==> config.mk <==
export PLATFORM = sky130hd
export DESIGN_NAME = bf_fetch_unit_flat
export DESIGN_NICKNAME = d
export VERILOG_FILES = /design/src/rtl/bf_pkg.sv /design/src/rtl/bf_fetch_unit_if.sv /design/src/rtl/bf_loop_stack.sv /design/src/rtl/bf_fetch_unit.sv /design/src/flat_wrapper.sv
export SDC_FILE = /design/constraint.sdc
export NUM_CORES = 1
export LEC_CHECK = 0
export ABC_AREA = 1
export CORE_UTILIZATION = 30
export DETAILED_ROUTE_END_ITERATION = 8
export GPL_TIMING_DRIVEN = 0
export SYNTH_ARGS = -nofsm -noshare
export SYNTH_HDL_FRONTEND = slang
export SYNTH_SLANG_ARGS = --single-unit
export TNS_END_PERCENT = 100
==> constraint.sdc <==
create_clock -name clk -period 3.35 [get_ports clk]
set_clock_uncertainty 0.1 [all_clocks]
set_input_delay 0.8375 -clock clk [delete_from_list [all_inputs] [get_ports clk]]
set_output_delay 0.8375 -clock clk [all_outputs]
set_load 0.01 [all_outputs]
==> src/rtl/bf_pkg.sv <==
// Shared definitions for the bf CPU front end: opcode map, fetch states, end-of-program bit.
package bf_pkg;

  localparam logic [2:0] OP_RIGHT = 3'b000;
  localparam logic [2:0] OP_LEFT  = 3'b001;
  localparam logic [2:0] OP_INC   = 3'b010;
  localparam logic [2:0] OP_DEC   = 3'b011;
  localparam logic [2:0] OP_LOOP  = 3'b100;
  localparam logic [2:0] OP_END   = 3'b101;
  localparam logic [2:0] OP_IN    = 3'b110;
  localparam logic [2:0] OP_OUT   = 3'b111;

  // End-of-program marker bit for the default 8-bit instruction width.
  localparam int unsigned END_BIT = 7;

  typedef enum logic [1:0] {
    FETCH,
    ISSUE,
    HALT
  } fetch_state_e;

endpackage

==> src/rtl/bf_fetch_unit_if.sv <==
// Program-memory read port plus the instruction handshake towards the decoder.
interface bf_fetch_unit_if #(
  parameter int unsigned WIDTH    = 8,
  parameter int unsigned PC_WIDTH = 8
) ();

  logic                imem_req;
  logic [PC_WIDTH-1:0] imem_addr;
  logic                imem_valid;
  logic [WIDTH-1:0]    imem_rdata;
  logic [WIDTH-1:0]    inst;
  logic                inst_valid;
  logic                inst_ready;
  logic                data_is_zero;
  logic                skip_flag;
  logic                sp_eq_np;

  modport master (
    output imem_req, imem_addr, inst, inst_valid, skip_flag, sp_eq_np,
    input  imem_valid, imem_rdata, inst_ready, data_is_zero
  );

  modport slave (
    input  imem_req, imem_addr, inst, inst_valid, skip_flag, sp_eq_np,
    output imem_valid, imem_rdata, inst_ready, data_is_zero
  );

endinterface

==> src/rtl/bf_loop_stack.sv <==
// Loop-return LIFO: holds the PC of each taken '['. sp is one bit wider than the index
// so full and empty are distinct.
module bf_loop_stack #(
  parameter int unsigned STACK_DEPTH = 16,
  parameter int unsigned PC_WIDTH    = 8
) (
  input  logic                         clk,
  input  logic                         rst_n,
  input  logic                         push,
  input  logic                         pop,
  input  logic [PC_WIDTH-1:0]          push_data,
  output logic [PC_WIDTH-1:0]          top,
  output logic [$clog2(STACK_DEPTH):0] sp,
  output logic                         full,
  output logic                         empty
);

  localparam int unsigned IDX_W = $clog2(STACK_DEPTH);
  localparam int unsigned SP_W  = IDX_W + 1;

  logic [SP_W-1:0]     sp_q;
  logic [PC_WIDTH-1:0] mem_q [STACK_DEPTH];

  assign full  = (sp_q == SP_W'(STACK_DEPTH));
  assign empty = (sp_q == '0);
  assign sp    = sp_q;
  assign top   = mem_q[IDX_W'(sp_q - SP_W'(1))];

  always_ff @(posedge clk or negedge rst_n) begin
    if (!rst_n) begin
      sp_q <= '0;
    end else if (push && !full) begin
      sp_q <= sp_q + SP_W'(1);
    end else if (pop && !empty) begin
      sp_q <= sp_q - SP_W'(1);
    end
  end

  always_ff @(posedge clk) begin
    if (push && !full) begin
      mem_q[IDX_W'(sp_q)] <= push_data;
    end
  end

endmodule

==> src/rtl/bf_fetch_unit.sv <==
// bf instruction fetch and loop control: owns the PC, fetches from program memory and
// resolves '[' / ']' with a return stack and a nest pointer for skipped loop bodies.
module bf_fetch_unit
  import bf_pkg::*;
#(
  parameter int unsigned WIDTH       = 8,
  parameter int unsigned PC_WIDTH    = 8,
  parameter int unsigned STACK_DEPTH = 16
) (
  input  logic            clk,
  input  logic            rst_n,
  bf_fetch_unit_if.master bus,
  output logic            halted,
  output logic            err
);

  localparam int unsigned SP_W = $clog2(STACK_DEPTH) + 1;

  fetch_state_e        state_q;
  logic [PC_WIDTH-1:0] pc_q;
  logic [SP_W-1:0]     np_q;
  logic [WIDTH-1:0]    inst_q;
  logic                imem_req_q, inst_valid_q, skip_q, halted_q, err_q;

  logic [PC_WIDTH-1:0] top;
  logic [SP_W-1:0]     sp;
  logic                full, empty, push, pop;

  logic                hs, is_loop, is_end, dz, sp_eq_np, fault;
  logic [PC_WIDTH-1:0] pc_base;
  logic [PC_WIDTH:0]   pc_next_ext;

  assign sp_eq_np = (sp == np_q);

  always_comb begin
    hs      = inst_valid_q && bus.inst_ready;
    is_loop = (inst_q[2:0] == OP_LOOP);
    is_end  = (inst_q[2:0] == OP_END);
    dz      = bus.data_is_zero;
    push    = hs && !skip_q && is_loop && !dz;
    pop     = hs && !skip_q && is_end && dz;
    // A taken ']' jumps to the instruction after its matching '['.
    pc_base     = (!skip_q && is_end && !dz) ? top : pc_q;
    pc_next_ext = {1'b0, pc_base} + (PC_WIDTH + 1)'(1);
    fault = hs && ((push && full) || (!skip_q && is_end && empty) || pc_next_ext[PC_WIDTH]);
  end

  bf_loop_stack #(
    .STACK_DEPTH(STACK_DEPTH),
    .PC_WIDTH   (PC_WIDTH)
  ) u_stack (
    .clk      (clk),
    .rst_n    (rst_n),
    .push     (push),
    .pop      (pop),
    .push_data(pc_q),
    .top      (top),
    .sp       (sp),
    .full     (full),
    .empty    (empty)
  );

  always_ff @(posedge clk or negedge rst_n) begin
    if (!rst_n) begin
      state_q      <= FETCH;
      pc_q         <= '0;
      np_q         <= '0;
      inst_q       <= '0;
      imem_req_q   <= 1'b0;
      inst_valid_q <= 1'b0;
      skip_q       <= 1'b0;
      halted_q     <= 1'b0;
      err_q        <= 1'b0;
    end else begin
      unique case (state_q)
        FETCH: begin
          // A response only counts against our own outstanding request.
          if (!imem_req_q) begin
            imem_req_q <= 1'b1;
          end else if (bus.imem_valid) begin
            imem_req_q <= 1'b0;
            if (bus.imem_rdata[WIDTH-1]) begin
              state_q  <= HALT;
              halted_q <= 1'b1;
            end else begin
              inst_q       <= bus.imem_rdata;
              inst_valid_q <= 1'b1;
              state_q      <= ISSUE;
            end
          end
        end
        ISSUE: begin
          if (hs) begin
            inst_valid_q <= 1'b0;
            pc_q         <= pc_next_ext[PC_WIDTH-1:0];
            if (!skip_q) begin
              if (is_loop && dz) begin
                np_q   <= sp;
                skip_q <= 1'b1;
              end
            end else if (is_loop) begin
              np_q <= np_q + SP_W'(1);
            end else if (is_end) begin
              if (sp_eq_np) skip_q <= 1'b0;
              else          np_q   <= np_q - SP_W'(1);
            end
            if (fault) begin
              state_q  <= HALT;
              halted_q <= 1'b1;
              err_q    <= 1'b1;
            end else begin
              state_q    <= FETCH;
              imem_req_q <= 1'b1;
            end
          end
        end
        HALT: begin
        end
        default: begin
          state_q  <= HALT;
          halted_q <= 1'b1;
        end
      endcase
    end
  end

  assign bus.imem_req   = imem_req_q;
  assign bus.imem_addr  = pc_q;
  assign bus.inst       = inst_q;
  assign bus.inst_valid = inst_valid_q;
  assign bus.skip_flag  = skip_q;
  assign bus.sp_eq_np   = sp_eq_np;
  assign halted         = halted_q;
  assign err            = err_q;

endmodule

==> src/flat_wrapper.sv <==
// flat-port wrapper written by rule: the top's interface ports become plain ports
module bf_fetch_unit_flat import bf_pkg::*;
#(
  parameter int unsigned WIDTH       = 8,
  parameter int unsigned PC_WIDTH    = 8,
  parameter int unsigned STACK_DEPTH = 16
)
  (clk, rst_n, halted, err, bus_imem_req, bus_imem_addr, bus_inst, bus_inst_valid, bus_skip_flag, bus_sp_eq_np, bus_imem_valid, bus_imem_rdata, bus_inst_ready, bus_data_is_zero);
  bf_fetch_unit_if #(.WIDTH(WIDTH), .PC_WIDTH(PC_WIDTH)) bus_i ();
  input  logic clk;
  input  logic rst_n;
  output logic halted;
  output logic err;
  output wire logic [$bits(bus_i.imem_req)-1:0] bus_imem_req;
  output wire logic [$bits(bus_i.imem_addr)-1:0] bus_imem_addr;
  output wire logic [$bits(bus_i.inst)-1:0] bus_inst;
  output wire logic [$bits(bus_i.inst_valid)-1:0] bus_inst_valid;
  output wire logic [$bits(bus_i.skip_flag)-1:0] bus_skip_flag;
  output wire logic [$bits(bus_i.sp_eq_np)-1:0] bus_sp_eq_np;
  input wire logic [$bits(bus_i.imem_valid)-1:0] bus_imem_valid;
  input wire logic [$bits(bus_i.imem_rdata)-1:0] bus_imem_rdata;
  input wire logic [$bits(bus_i.inst_ready)-1:0] bus_inst_ready;
  input wire logic [$bits(bus_i.data_is_zero)-1:0] bus_data_is_zero;
  assign bus_imem_req = bus_i.imem_req;
  assign bus_imem_addr = bus_i.imem_addr;
  assign bus_inst = bus_i.inst;
  assign bus_inst_valid = bus_i.inst_valid;
  assign bus_skip_flag = bus_i.skip_flag;
  assign bus_sp_eq_np = bus_i.sp_eq_np;
  assign bus_i.imem_valid = bus_imem_valid;
  assign bus_i.imem_rdata = bus_imem_rdata;
  assign bus_i.inst_ready = bus_inst_ready;
  assign bus_i.data_is_zero = bus_data_is_zero;
  bf_fetch_unit #(.WIDTH(WIDTH), .PC_WIDTH(PC_WIDTH), .STACK_DEPTH(STACK_DEPTH)) u_core (.clk(clk), .rst_n(rst_n), .bus(bus_i), .halted(halted), .err(err));
endmodule
**Word level (Yosys, flattened, before mapping)**

Memory sizes are Yosys's and may differ from the RTL's.
Index checks and enable logic that the tools add are counted.

- RAM bits: 128
- Register bits after elaboration: 32
- Memories kept: 1
- Bits in read-only memories: 0
- Latch bits: 0

Memories:

| memory | words | bits a word | read ports | clocked after memory_dff | write ports | RTL line | source |
|---|---|---|---|---|---|---|---|
| u_core.u_stack.mem_q | 16 | 8 | 1 | 0 | 1 | bf_loop_stack.sv:22 | `logic [PC_WIDTH-1:0] mem_q [STACK_DEPTH];` |

- Shifts and indexed selects: 0
- Reductions and logical operators: 33
- Multipliers: 0
- Div/mod/pow operators: 0
- Bitwise logic cells: 2
- Magnitude comparators: 0
- Muxes and demuxes: 37
- Eq/ne operators: 15
- Add/subtract/negate cells: 5

Operator list:

| operator | count |
|---|---|
| 5-bit two-way mux | 7 |
| 1-bit two-way mux | 20 |
| 1-bit logical AND | 14 |
| 5-bit by 1-bit adder with 5-bit output (second input constant) | 2 |
| 2-bit two-way mux | 5 |
| 5-bit AND reduction | 2 |
| 5-bit by 1-bit subtractor with 5-bit output (second input constant) | 2 |
| 8-bit by 1-bit adder with 9-bit output (second input constant) | 1 |
| 8-bit two-way mux | 1 |
| 2-bit inequality test (second input constant) | 4 |
| 4-bit AND reduction | 2 |
| 3-bit == test (second input constant) | 2 |
| 2-bit by 1-bit inequality test with 1-bit output (second input constant) | 3 |
| 3-bit inequality test (second input constant) | 2 |
| 2-bit one-hot mux with 3 select lines | 1 |
| 3-bit AND reduction | 2 |
| 6-bit AND reduction | 1 |
| 2-bit nonzero test | 3 |
| 5-bit == test | 1 |
| 5-bit == test (second input constant) | 1 |
| 5-bit logical NOT | 1 |
| 1-bit logical NOT | 4 |
| 1-bit one-hot mux with 2 select lines | 2 |
| 1-bit one-hot mux with 3 select lines | 1 |
| 6 further kinds | 8 |

**Depth between registers and ports, before layout**

Gate-level depths: netlist of the first run.

- Word-level depth: 11
- Depth in mapped cells: 22
- Depth with buffers taken out: 17

**Cells and area by module**

Synthesis of the first run repeated with hierarchy kept, for this count alone.

- Cells, all modules: 809
- Area total of the unflattened synthesis: 7671.1 µm²

By module, submodules not included:

| module | sequential area each (µm²) | instances | cells an instance | area an instance (µm²) |
|---|---|---|---|---|
| bf_loop_stack | 3968.8 | 1 | 596 | 5962.0 |
| bf_fetch_unit | 675.6 | 1 | 213 | 1709.1 |

**Worst setup path before layout of the first run**

Ideal clock, no wire load.

- Path kind: flip-flop to flip-flop
- Start: register u_core.u_stack.sp_q[0], in the netlist u_core.u_stack.sp[0]
- End: register u_core.halted_q, in the netlist u_core.halted
- Arrival: 2806 ps
- Slack: 327 ps
- Cell stages (with the launch flop): 23
- Cells stage by stage: dfrtp_1 -> buf_2 -> inv_2 -> buf_4 -> buf_2 -> ha_1 -> buf_2 -> inv_1 -> buf_1 -> nand3_1 -> nand3_1 -> nand3_1 -> nand3_1 -> nand2_1 -> ha_1 -> nand3_1 -> nor2_2 -> nand2_1 -> nand2_1 -> nand2_2 -> nand2_1 -> nand2_1 -> nand2_1

- Longest elaborated chain between the ends: 8

Ends and longest elaborated chain:

| item | RTL line | source |
|---|---|---|
| start: declaration | bf_loop_stack.sv:21 | `logic [SP_W-1:0] sp_q;` |
| start signal: assignment | bf_loop_stack.sv:33 | `sp_q <= sp_q + SP_W'(1);` |
| start signal: assignment | bf_loop_stack.sv:35 | `sp_q <= sp_q - SP_W'(1);` |
| 5-bit by 1-bit subtractor with 5-bit output | -- |  |
| memory read 16 x 8 bit | -- |  |
| 8-bit two-way mux | bf_fetch_unit.sv:43 | `pc_base = (!skip_q && is_end && !dz) ? top : pc_q;` |
| 8-bit by 1-bit adder with 9-bit output | bf_fetch_unit.sv:44 | `pc_next_ext = {1'b0, pc_base} + (PC_WIDTH + 1)'(1);` |
| 1-bit logical OR (*) | bf_fetch_unit.sv:45 | `fault = hs && ((push && full) \|\| (!skip_q && is_end && empty) \|\| pc_next_ext[PC_WIDTH]);` |
| 1-bit logical AND (*) | bf_fetch_unit.sv:45 |  |
| 2-bit by 1-bit inequality test with 1-bit output (no source line) (*) | -- |  |
| 6-bit AND reduction (no source line) (*) | -- |  |
| end signal: assignment | bf_fetch_unit.sv:72 | `halted_q <= 1'b0;` |
| end signal: assignment | bf_fetch_unit.sv:84 | `halted_q <= 1'b1;` |
| end signal: assignment | bf_fetch_unit.sv:109 | `halted_q <= 1'b1;` |
| end: declaration | bf_fetch_unit.sv:23 | `logic imem_req_q, inst_valid_q, skip_q, halted_q, err_q;` |

Every way passes the cells marked *; elsewhere a longest branch is shown, timed or not.
A chain may end at the register's enable or synchronous reset.

**Final worst setup path of the first run**

- Start: input port bus_inst_ready
- End: memory u_core.u_stack.mem_q[13][1] (enable)

- Longest elaborated chain between the ends: 7

Ends and longest elaborated chain:

| item | RTL line | source |
|---|---|---|
| start: declaration | flat_wrapper.sv:22 | `input wire logic [$bits(bus_i.inst_ready)-1:0] bus_inst_ready;` |
| 1-bit logical AND | bf_fetch_unit.sv:36 | `hs = inst_valid_q && bus.inst_ready;` |
| 1-bit logical AND (3 in a row) | bf_fetch_unit.sv:40 | `push = hs && !skip_q && is_loop && !dz;` |
| 1-bit logical AND | bf_loop_stack.sv:40 | `if (push && !full) begin` |
| 1-bit two-way mux | bf_loop_stack.sv:40 |  |
| 1-bit two-way mux (not written as such) | bf_loop_stack.sv:41 | `mem_q[IDX_W'(sp_q)] <= push_data;` |
| end: declaration | bf_loop_stack.sv:22 |  |

No other way between the ends.

==> results of run 1 <==
==> sequential cells by signal, summed over array words and instances, names as in the netlist, 2 cells and up <==
signal and flops:
u_core.bus.inst 7, u_core.state_q 2, u_core.u_stack.mem_q 128, u_core.np_q 5, u_core.u_stack.sp 5, u_core.bus.imem_addr 8
==> metrics by stage <==
stage	setup TNS, ps	cell area [um^2]	utilization, %
after floorplan	0	7270	-
final	0	8700	36.9
after CTS	0	8630	36.5
after global routing	0	8700	36.9
after global placement	-31380	8000	33.9
after detailed placement	-32830	8000	33.9
==> placed cells by master, fill, tap and decap left out, types with 5 or more instances in the layout <==
master / n
nand2_1: 217
nand3_1: 133
edfxtp_1: 128
inv_1: 38
dfrtp_1: 32
clkdlybuf4s50_1: 31
nor2_1: 20
clkbuf_16: 17
o21ai_0: 13
buf_4: 10
nor2_2: 10
xor2_1: 10
nand2_2: 9
buf_2: 7
ha_1: 7
clkbuf_1: 6
a21oi_1: 6
mux2_2: 6
nor3_1: 5
==> kinds of logic after synthesis <==
group	count (synthesis)	synth area share, %
mux	6	0.929
other cells	1	0.0516
compound gates	29	2.39
buf+inv	71	4.42
xor+xnor	16	2.13
fa+ha+maj	10	1.82
flops	160	63.9
simple gates	405	24.4
==> area by class of cell <==
| type | count | area, um^2 | area share, % |
|---|---|---|---|
| well taps | 319 | 399 | 4.59 |
| multi-input cells | 467 | 2370 | 27.2 |
| plain buffers | 28 | 209 | 2.40 |
| clock buffers | 18 | 429 | 4.93 |
| flip-flops and latches | 160 | 4640 | 53.4 |
| clock inverters | 13 | 161 | 1.85 |
| repair buffers | 34 | 335 | 3.85 |
| inverters | 41 | 156 | 1.80 |
==> metal layers <==
metal	track usage (%)	vias up	part of all wire, %
li1	-	2474	-
met1	20.6	2491	47
met2	23.3	169	45
met3	4.16	25	5.6
met4	6.29	0	2.2
met5	0	-	0
==> worst paths after layout <==
check / start / to / slack (ps)
min in group clk: u_core.halted$_DFFE_PN0P_ / u_core.halted$_DFFE_PN0P_ / 380
setup / recovery: bus_inst_ready / u_core.u_stack.mem_q[13][1]$_DFFE_PP_ / 140
hold / removal: rst_n / u_core.bus.inst[2]$_DFFE_PN0P_ / 380
setup reg to reg: u_core.u_stack.sp[0]$_DFFE_PN0P_ / u_core.halted$_DFFE_PN0P_ / 180
max in group asynchronous: rst_n / u_core.bus.imem_addr[6]$_DFFE_PN0P_ / 2270
hold reg to reg: u_core.halted$_DFFE_PN0P_ / u_core.halted$_DFFE_PN0P_ / 380
==> power by group through the flow <==
stage	combinational [W]	clock, W	sequential [W]
final	0.0000235	0.00196	0.00212
after global routing	0.0000267	0.00207	0.00212
after CTS	0.0000244	0.00199	0.00212
after detailed placement	0.0000244	0	0.00216
after global placement	0.0000248	0	0.00216
after floorplan	0.00000182	0	0.00216
==> worst max-delay path, stage by stage <==
cell,delay [ps]
clkdlybuf4s50_1,470
nand2_1,120
nor2_1,180
nand2_1,110
nor2_2,270
nand2_1,210
nor2_1,930
==> timing repair <==
item	4_1_cts	5_1_grt
cloned	0	0
hold buffers	0	0
buffers inserted	0	1
endpoints found under the setup margin	77	33
hold endpoints to repair	0	0
pin swaps	0	2
gates resized for setup	15	24
==> metrics, run 1 <==
NetSw 0.000806 W; synth cell count leaders 217 x nand2_1, 133 x nand3_1, 128 x edfxtp_1; LEAKAGE about 3.5 nW; synth-to-layout area growth 19.7%; number of DRC markers in iteration 0 around 360; Min Hold Slack 378 ps; Final GP Congestion about 0.83; Starting Density 30.8%; CP endpoint kind flop; setup slack at placement -741 ps; Period minus WS final roughly 3200 ps; Sink Count 160; H-Tree Depth 4; max cap viols 0; via count 5159; cells after synthesis ~700; largest area contributor in the netlist edfxtp_1; Clk Latency, worst-skew pair about 430 ps; Sequential Power Share 51.6%; Net Sw Frac between 10% and 20%; post-DR wirelength/cell approximately 17 um; Filler cells 2312; most common cell in the netlist nand2_1; min-delay worst type primary input to asynchronous set/reset pin; min setup slack post-route 143 ps; TritonRoute pass-1 iters 5; first-pass GRT wire length 27400 um; DP Wirelength between 10000 and 15000 um; Seq cells post-synth 160; Post-Syn Area roughly 0.0073 mm^2; Finished Layout Cells ~1100; CTS root buffer clkbuf_16; Yosys cell types between 40 and 50; number of flops mapped to enable cells by yosys about 130; worst-case clock buffer depth 2; vias per cell approximately 4.8; antenna diode count 0; Final setup viols 0; share of the synthesized area in the top cell type 52.9%; Final Hold Fails 0; number of CTS-inserted buffers 17; syn avg cell area around 10 um^2; Die W 158 um; Crit Path Class primary input to flop; peak supply drop 0.000370 V; Slew HR between 10% and 20%; GRT Residual Overflow 0; Max Freq just over 300 MHz; CTS tree yes; I/O Buffers 33; die span in y between 150 and 200 um; crit start category primary input; ANT nets after route 0; Final Max Slew Viols 0; GR Util All Layers approximately 15%; ys async rst share around 20%; io pins 35; unrepaired setup endpoints after global routing false; Critical Path RT 3290 ps; Int Power 0.00330 W; CTS clk-pin slew, worst paths 60 ps; Comb power frac 0.6%; overall die area ~0.025 mm^2; Synth warnings 0; Seq/Total Area, Yosys approximately 64%; Reg2Reg Depth 19; Worst Path Max Fanout 8; Tightest Pin Transition 1240 ps; P per Cell Area between 400 and 500 mW/mm^2; clock share of power between 40% and 50%; Row Count 56; WP data arrival ~3200 ps; post-layout net count slightly below 800; share of layout cells above drive strength 1 12.4%; Most used DFF post-synth edfxtp_1; Cells after DPL 1050; Tot Pwr ~0.0041 W; routed wire length ~18000 um; # DRC 0; largest net degree at the start of global routing 33; Syn Nets between 700 and 800; Final period util 95.7%; status completed; vias in the first global route approximately 4700; largest cells by area after synthesis edfxtp_1 53%, nand2_1 11%, dfrtp_1 11%, nand3_1 9.2%, inv_1 2.0%; Core Box Area around 0.024 mm^2; initial antenna violation count 0
No activity file was read; power rests on OpenSTA's default activity.
==> run 2, diff against run 1 <==
CORE_ASPECT_RATIO = 1.25   (was not set)
==> run 2 against run 1 <==
Non-clock buffer count is 12 higher. Clock power is 12% higher. Cell area rose by 2.5%. Routed wire length is 2.4% higher. Largest power group is now clock. Via count is 1.1% higher. Setup slack worse by 10 ps. Fmax fell by 0.32%. Core utilization increased by 0.75 points. Die area is essentially flat. First-iteration DRC count rose by 19%.
==> metrics, run 2 (synthesized netlist as in run 1, its figures left out) <==
peak supply drop approximately 0.00032 V; Fin Setup TNS 0 ps; LEAKAGE roughly 3.6 nW; post-DR wirelength/cell around 17 um; max cap viols 0; multi-input combinational cell area 0.00239 mm^2; CTS clk-pin slew, worst paths 60 ps; I/O Buffers 33; synth-to-layout area growth 22.7%; CTS root buffer clkbuf_16; register area roughly 0.0046 mm^2; Die W 141 um; Filler cells around 2300; Crit Path Class primary input to flop; R2R Path Start u_core.u_stack.sp[0]$_DFFE_PN0P_; Starting Density between 30% and 40%; worst-case clock buffer depth 2; antenna diode count 0; Sink Count 160; commonest cells after routing, fill and taps aside 216 x nand2_1, 129 x nand3_1, 128 x edfxtp_1; vias in the first global route about 5000; Final GP Congestion between 0.7 and 0.8; clock share of power about half; post-layout net count 784; CP endpoint kind flop; Comb power frac 0.5%; min-delay worst type primary input to asynchronous set/reset pin; Final setup viols 0; status completed; overall die area around 0.025 mm^2; DP Wirelength 11600 um; GR Util All Layers between 15 and 20%; WP data arrival ~3200 ps; R2R Path End u_core.halted$_DFFE_PN0P_; P per Cell Area approximately 490 mW/mm^2; H-Tree Depth 4; share of layout cells above drive strength 1 around 14%; Worst Path Max Fanout 8; Reg2Reg Depth 21; # DRC 0; Final period util 96.0%; Final Max Slew Viols 0; Max Freq approximately 310 MHz; Int Power around 0.0035 W; Largest Register u_core.u_stack.mem_q; initial antenna violation count 0; vias per cell 4.74; number of DRC markers in iteration 0 425; number of CTS-inserted buffers 17; Clk Latency, worst-skew pair between 400 and 500 ps; via count roughly 5200; Sequential Power Share between 40% and 50%; max reg flops ~130; reg-to-reg slack, setup 190 ps; Period minus WS final around 3200 ps; TritonRoute pass-1 iters 5; crit start category primary input; ANT nets after route 0; Final Hold Fails 0; first-pass GRT wire length 28300 um; critical path, cell by cell clkdlybuf4s50_1, nand2_1, nor2_1, nand2_1, nor2_2, nand2_1, nor2_1; setup slack at placement -739 ps; Slowest Stage Delay on Critical Path 930 ps; commonest non-fill, non-tap cell in the layout nand2_1; CP max stage cell nor2_1; Tot Pwr ~0.0043 W; GRT Residual Overflow 0; NetSw approximately 0.00081 W; Net Sw Frac 18.6%; die span in y ~180 um; Tightest Pin Transition about 1200 ps; CTS tree yes; Critical Path RT 3290 ps; io pins 35; Slew HR between 15 and 20%; routed wire length ~18000 um; Core Box Area 0.0237 mm^2; largest net degree at the start of global routing 33; Top cell by count, worst path nand2_1; Row Count 63; Min Hold Slack 369 ps; min setup slack post-route 133 ps; # hold bufs at CTS 0
run 2: worst max path at each step:
stage | cells past startpoint | endpoint | startpoint | slack (ps)
after floorplan | 22 | u_core.halted$_DFFE_PN0P_ | u_core.u_stack.sp[0]$_DFFE_PN0P_ | 330
after global placement | 22 | u_core.halted$_DFFE_PN0P_ | u_core.u_stack.sp[0]$_DFFE_PN0P_ | -730
after detailed placement | 22 | u_core.halted$_DFFE_PN0P_ | u_core.u_stack.sp[0]$_DFFE_PN0P_ | -740
after CTS | 7 | u_core.u_stack.mem_q[13][0]$_DFFE_PP_ | bus_inst_ready | 6
after global routing | 21 | u_core.halted$_DFFE_PN0P_ | u_core.u_stack.sp[0]$_DFFE_PN0P_ | -30
final | 7 | u_core.u_stack.mem_q[8][0]$_DFFE_PP_ | bus_inst_ready | 130
run 2: worst max-delay path, delay by kind of cell:
kind	cells	cell delay (ps)
AND/OR/NAND/NOR	6	1820
buffers and inverters	1	480
run 2: per-layer routing:
layer | share of wire, % | track usage [%]
met1 | 41 | 18.4
met2 | 51 | 27.4
met3 | 5.5 | 2.96
met4 | 2.5 | 6.84
met5 | 0 | 0
run 2: power by group through the flow:
stage               Combinational (W)  Sequential (W)  Clock, W
finish                      0.0000235         0.00212   0.00219
global route                0.0000265         0.00212   0.00229
CTS                         0.0000243         0.00212   0.00221
detailed placement          0.0000243         0.00216         0
global placement            0.0000247         0.00216         0
floorplan                  0.00000182         0.00216         0
run 2: area by class of cell:
class / instances / area share (%)
repair buffers: 46 / 4.96
plain buffers: 28 / 2.40
clock buffers: 18 / 4.81
clock inverters: 14 / 2.66
multi-input cells: 467 / 26.8
inverters: 41 / 1.77
flip-flops and latches: 160 / 52.1
well taps: 325 / 4.56
run 2: through the flow:
step	util (%)	cell area, um^2	cells
floorplan	-	7270	698
global placement	33.8	8010	1056
detailed placement	33.7	8000	1056
CTS	36.8	8740	1088
global route	37.6	8920	1099
finish	37.6	8920	1099
run 2: timing repair:
action | 4_1_cts | 5_1_grt
setup endpoints to repair | 48 | 46
buffers inserted | 2 | 10
hold endpoints to repair | 0 | 0
pin swaps | 1 | 3
cloned | 0 | 1
resized for setup | 16 | 25
==> run 3, diff against run 2 <==
CELL_PAD_IN_SITES_DETAIL_PLACEMENT = 0   (was not set)
CELL_PAD_IN_SITES_GLOBAL_PLACEMENT = 1   (was not set)
PLACE_DENSITY_LB_ADDON = 0.1   (was not set)
==> run 3 against run 2 <==
The flow now finishes with violations (negative setup slack). Fmax down 4.3%. Via count down 1.3%. Hold slack worse by 5.0 ps. Sequential power about the same. Die area unchanged. Clock-buffer cell count up 5. Critical path depth unchanged. Non-clock buffer count down 6. Setup slack worse by 140 ps. Routed wire length up 15%. Final cell count down 0.55%. Total power down 4.0%. Highest routed layer unchanged.
==> metrics, run 3 (synthesized netlist as in run 1, its figures left out) <==
status complete, but fails checks; failing checks negative setup slack; die span in y around 180 um; critical path, cell by cell clkdlybuf4s50_1, nand2_1, nor2_1, nand2_1, nor2_2, nand2_1, nor2_1; commonest non-fill, non-tap cell in the layout nand2_1; largest net degree at the start of global routing 33; routed wire length approximately 21000 um; Top cell by count, worst path nand2_1; LEAKAGE between 3 and 4 nW; CTS tree yes; Final period util 100%; worst-case clock buffer depth 2; synth-to-layout area growth 20.9%; Final Hold Fails 0; GRT Residual Overflow 0; vias in the first global route roughly 5200; R2R Path Start u_core.bus.inst[1]$_DFFE_PN0P_; number of DRC markers in iteration 0 304; Starting Density between 30% and 40%; vias per cell 4.71; hold wc startpoint u_core.err$_DFFE_PN0P_; Worst Path Max Fanout 8; CTS clk-pin slew, worst paths ~70 ps; CP endpoint kind flop; Reg2Reg Depth 9; first-pass GRT wire length 32000 um; Tightest Pin Transition about 1300 ps; hold endpoint u_core.err$_DFFE_PN0P_; io pins 35; Row Count 63; min setup slack post-route -10.8 ps; I/O Buffers 33; crit start category primary input; Final GP Congestion 0.761; # DRC 0; met2 Use GR a little under a third; Max Freq 298 MHz; peak supply drop roughly 0.00034 V; commonest cells after routing, fill and taps aside 217 x nand2_1, 133 x nand3_1, 128 x edfxtp_1; post-layout net count between 700 and 800; Clk Latency, worst-skew pair approximately 430 ps; # hold bufs at CTS 0; Core Box Area roughly 0.024 mm^2; WP data arrival 3290 ps; unrepaired setup endpoints after global routing true; Slew HR 9.93%; min-delay worst type flop to flop; CP max stage cell nor2_1; TritonRoute pass-1 iters 4; max cap viols 0; R2R Path End u_core.u_stack.mem_q[12][1]$_DFFE_PP_; hold depth 2; post-DR wirelength/cell 19.4 um; overall die area 0.0249 mm^2; initial antenna violation count 0; antenna diode count 0; reg-to-reg slack, setup around 180 ps; Sink Count 160; Critical Path RT between 3000 and 4000 ps; share of layout cells above drive strength 1 approximately 14%; GR Util All Layers ~18%; DP Wirelength 13600 um; max reg flops approximately 130; Filler cells approximately 2400; H-Tree Depth 4; Post-Route Utilization between 30 and 40%; met1 Use GR 22.0%; routing usage on met3 2.66%; Slowest Stage Delay on Critical Path 1030 ps; Final setup viols 7; global routing's busiest layer met2; Crit Path Class primary input to flop; Final Max Slew Viols 0; Tot Pwr ~0.0042 W; via count between 5000 and 6000; Period minus WS final approximately 3400 ps; number of CTS-inserted buffers 17; ANT nets after route 0; CTS root buffer clkbuf_16; P per Cell Area roughly 470 mW/mm^2; Largest Register u_core.u_stack.mem_q; Die W about 140 um
run 3: metal layers:
metal / wire [um] / share of wire [%]
met5: 0 / 0
met4: 475 / 2.2
met3: 670 / 3.2
met2: 10900 / 51
met1: 9170 / 43
run 3: area by class of cell:
class	count	area (um^2)	area share (%)
clock inverter	9	90.1	1.02
inverter	41	158	1.79
multi-input combinational	467	2390	27.2
timing repair buffer	40	378	4.30
clock buffer	23	522	5.94
tap	325	407	4.63
buffer	28	203	2.31
sequential	160	4640	52.8
run 3: power by group:
part | leakage, nW | internal, W | total [W] | switching [W]
Combinational | 1.33 | 0.0000126 | 0.0000243 | 0.0000117
Clock | 0.302 | 0.00119 | 0.00202 | 0.000833
Sequential | 1.88 | 0.00212 | 0.00212 | 0
Total | 3.52 | 0.00332 | 0.00416 | 0.000845
run 3: how the worst max path moves through the flow:
stage	startpoint	slack, ps	endpoint	cells after the start
2_1_floorplan	u_core.u_stack.sp[0]$_DFFE_PN0P_	330	u_core.halted$_DFFE_PN0P_	22
3_3_place_gp	u_core.u_stack.sp[0]$_DFFE_PN0P_	-810	u_core.halted$_DFFE_PN0P_	22
3_5_place_dp	u_core.u_stack.sp[0]$_DFFE_PN0P_	-840	u_core.halted$_DFFE_PN0P_	22
4_1_cts	bus_inst_ready	-50	u_core.u_stack.mem_q[1][1]$_DFFE_PP_	7
5_1_grt	bus_inst_ready	-120	u_core.u_stack.mem_q[12][7]$_DFFE_PP_	7
6_report	bus_inst_ready	-10	u_core.u_stack.mem_q[12][1]$_DFFE_PP_	7
run 3: worst max-delay path, delay by kind of cell:
kind	cells	cell delay (ps)
AND/OR/NAND/NOR	6	1960
buffers and inverters	1	480
run 3: per-stage QoR:
| stage | TNS [ps] | cells | instance area, um^2 | setup WS, ps | hold slack [ps] |
|---|---|---|---|---|---|
| 5_1_grt | -1810 | 1093 | 8790 | -123 | 404 |
| 4_1_cts | -682 | 1088 | 8720 | -47.8 | 372 |
| 2_1_floorplan | 0 | 698 | 7270 | 327 | 393 |
| 6_report | -53.7 | 1093 | 8790 | -10.8 | 364 |
| 3_5_place_dp | -63750 | 1056 | 8000 | -842 | 354 |
| 3_3_place_gp | -59220 | 1056 | 8010 | -812 | 350 |
run 3: repair_timing:
item                                    4_1_cts  5_1_grt
resized for setup                            27       13
setup buffers                                 2        5
endpoints found under the setup margin      134       55
pin swaps                                     1        3
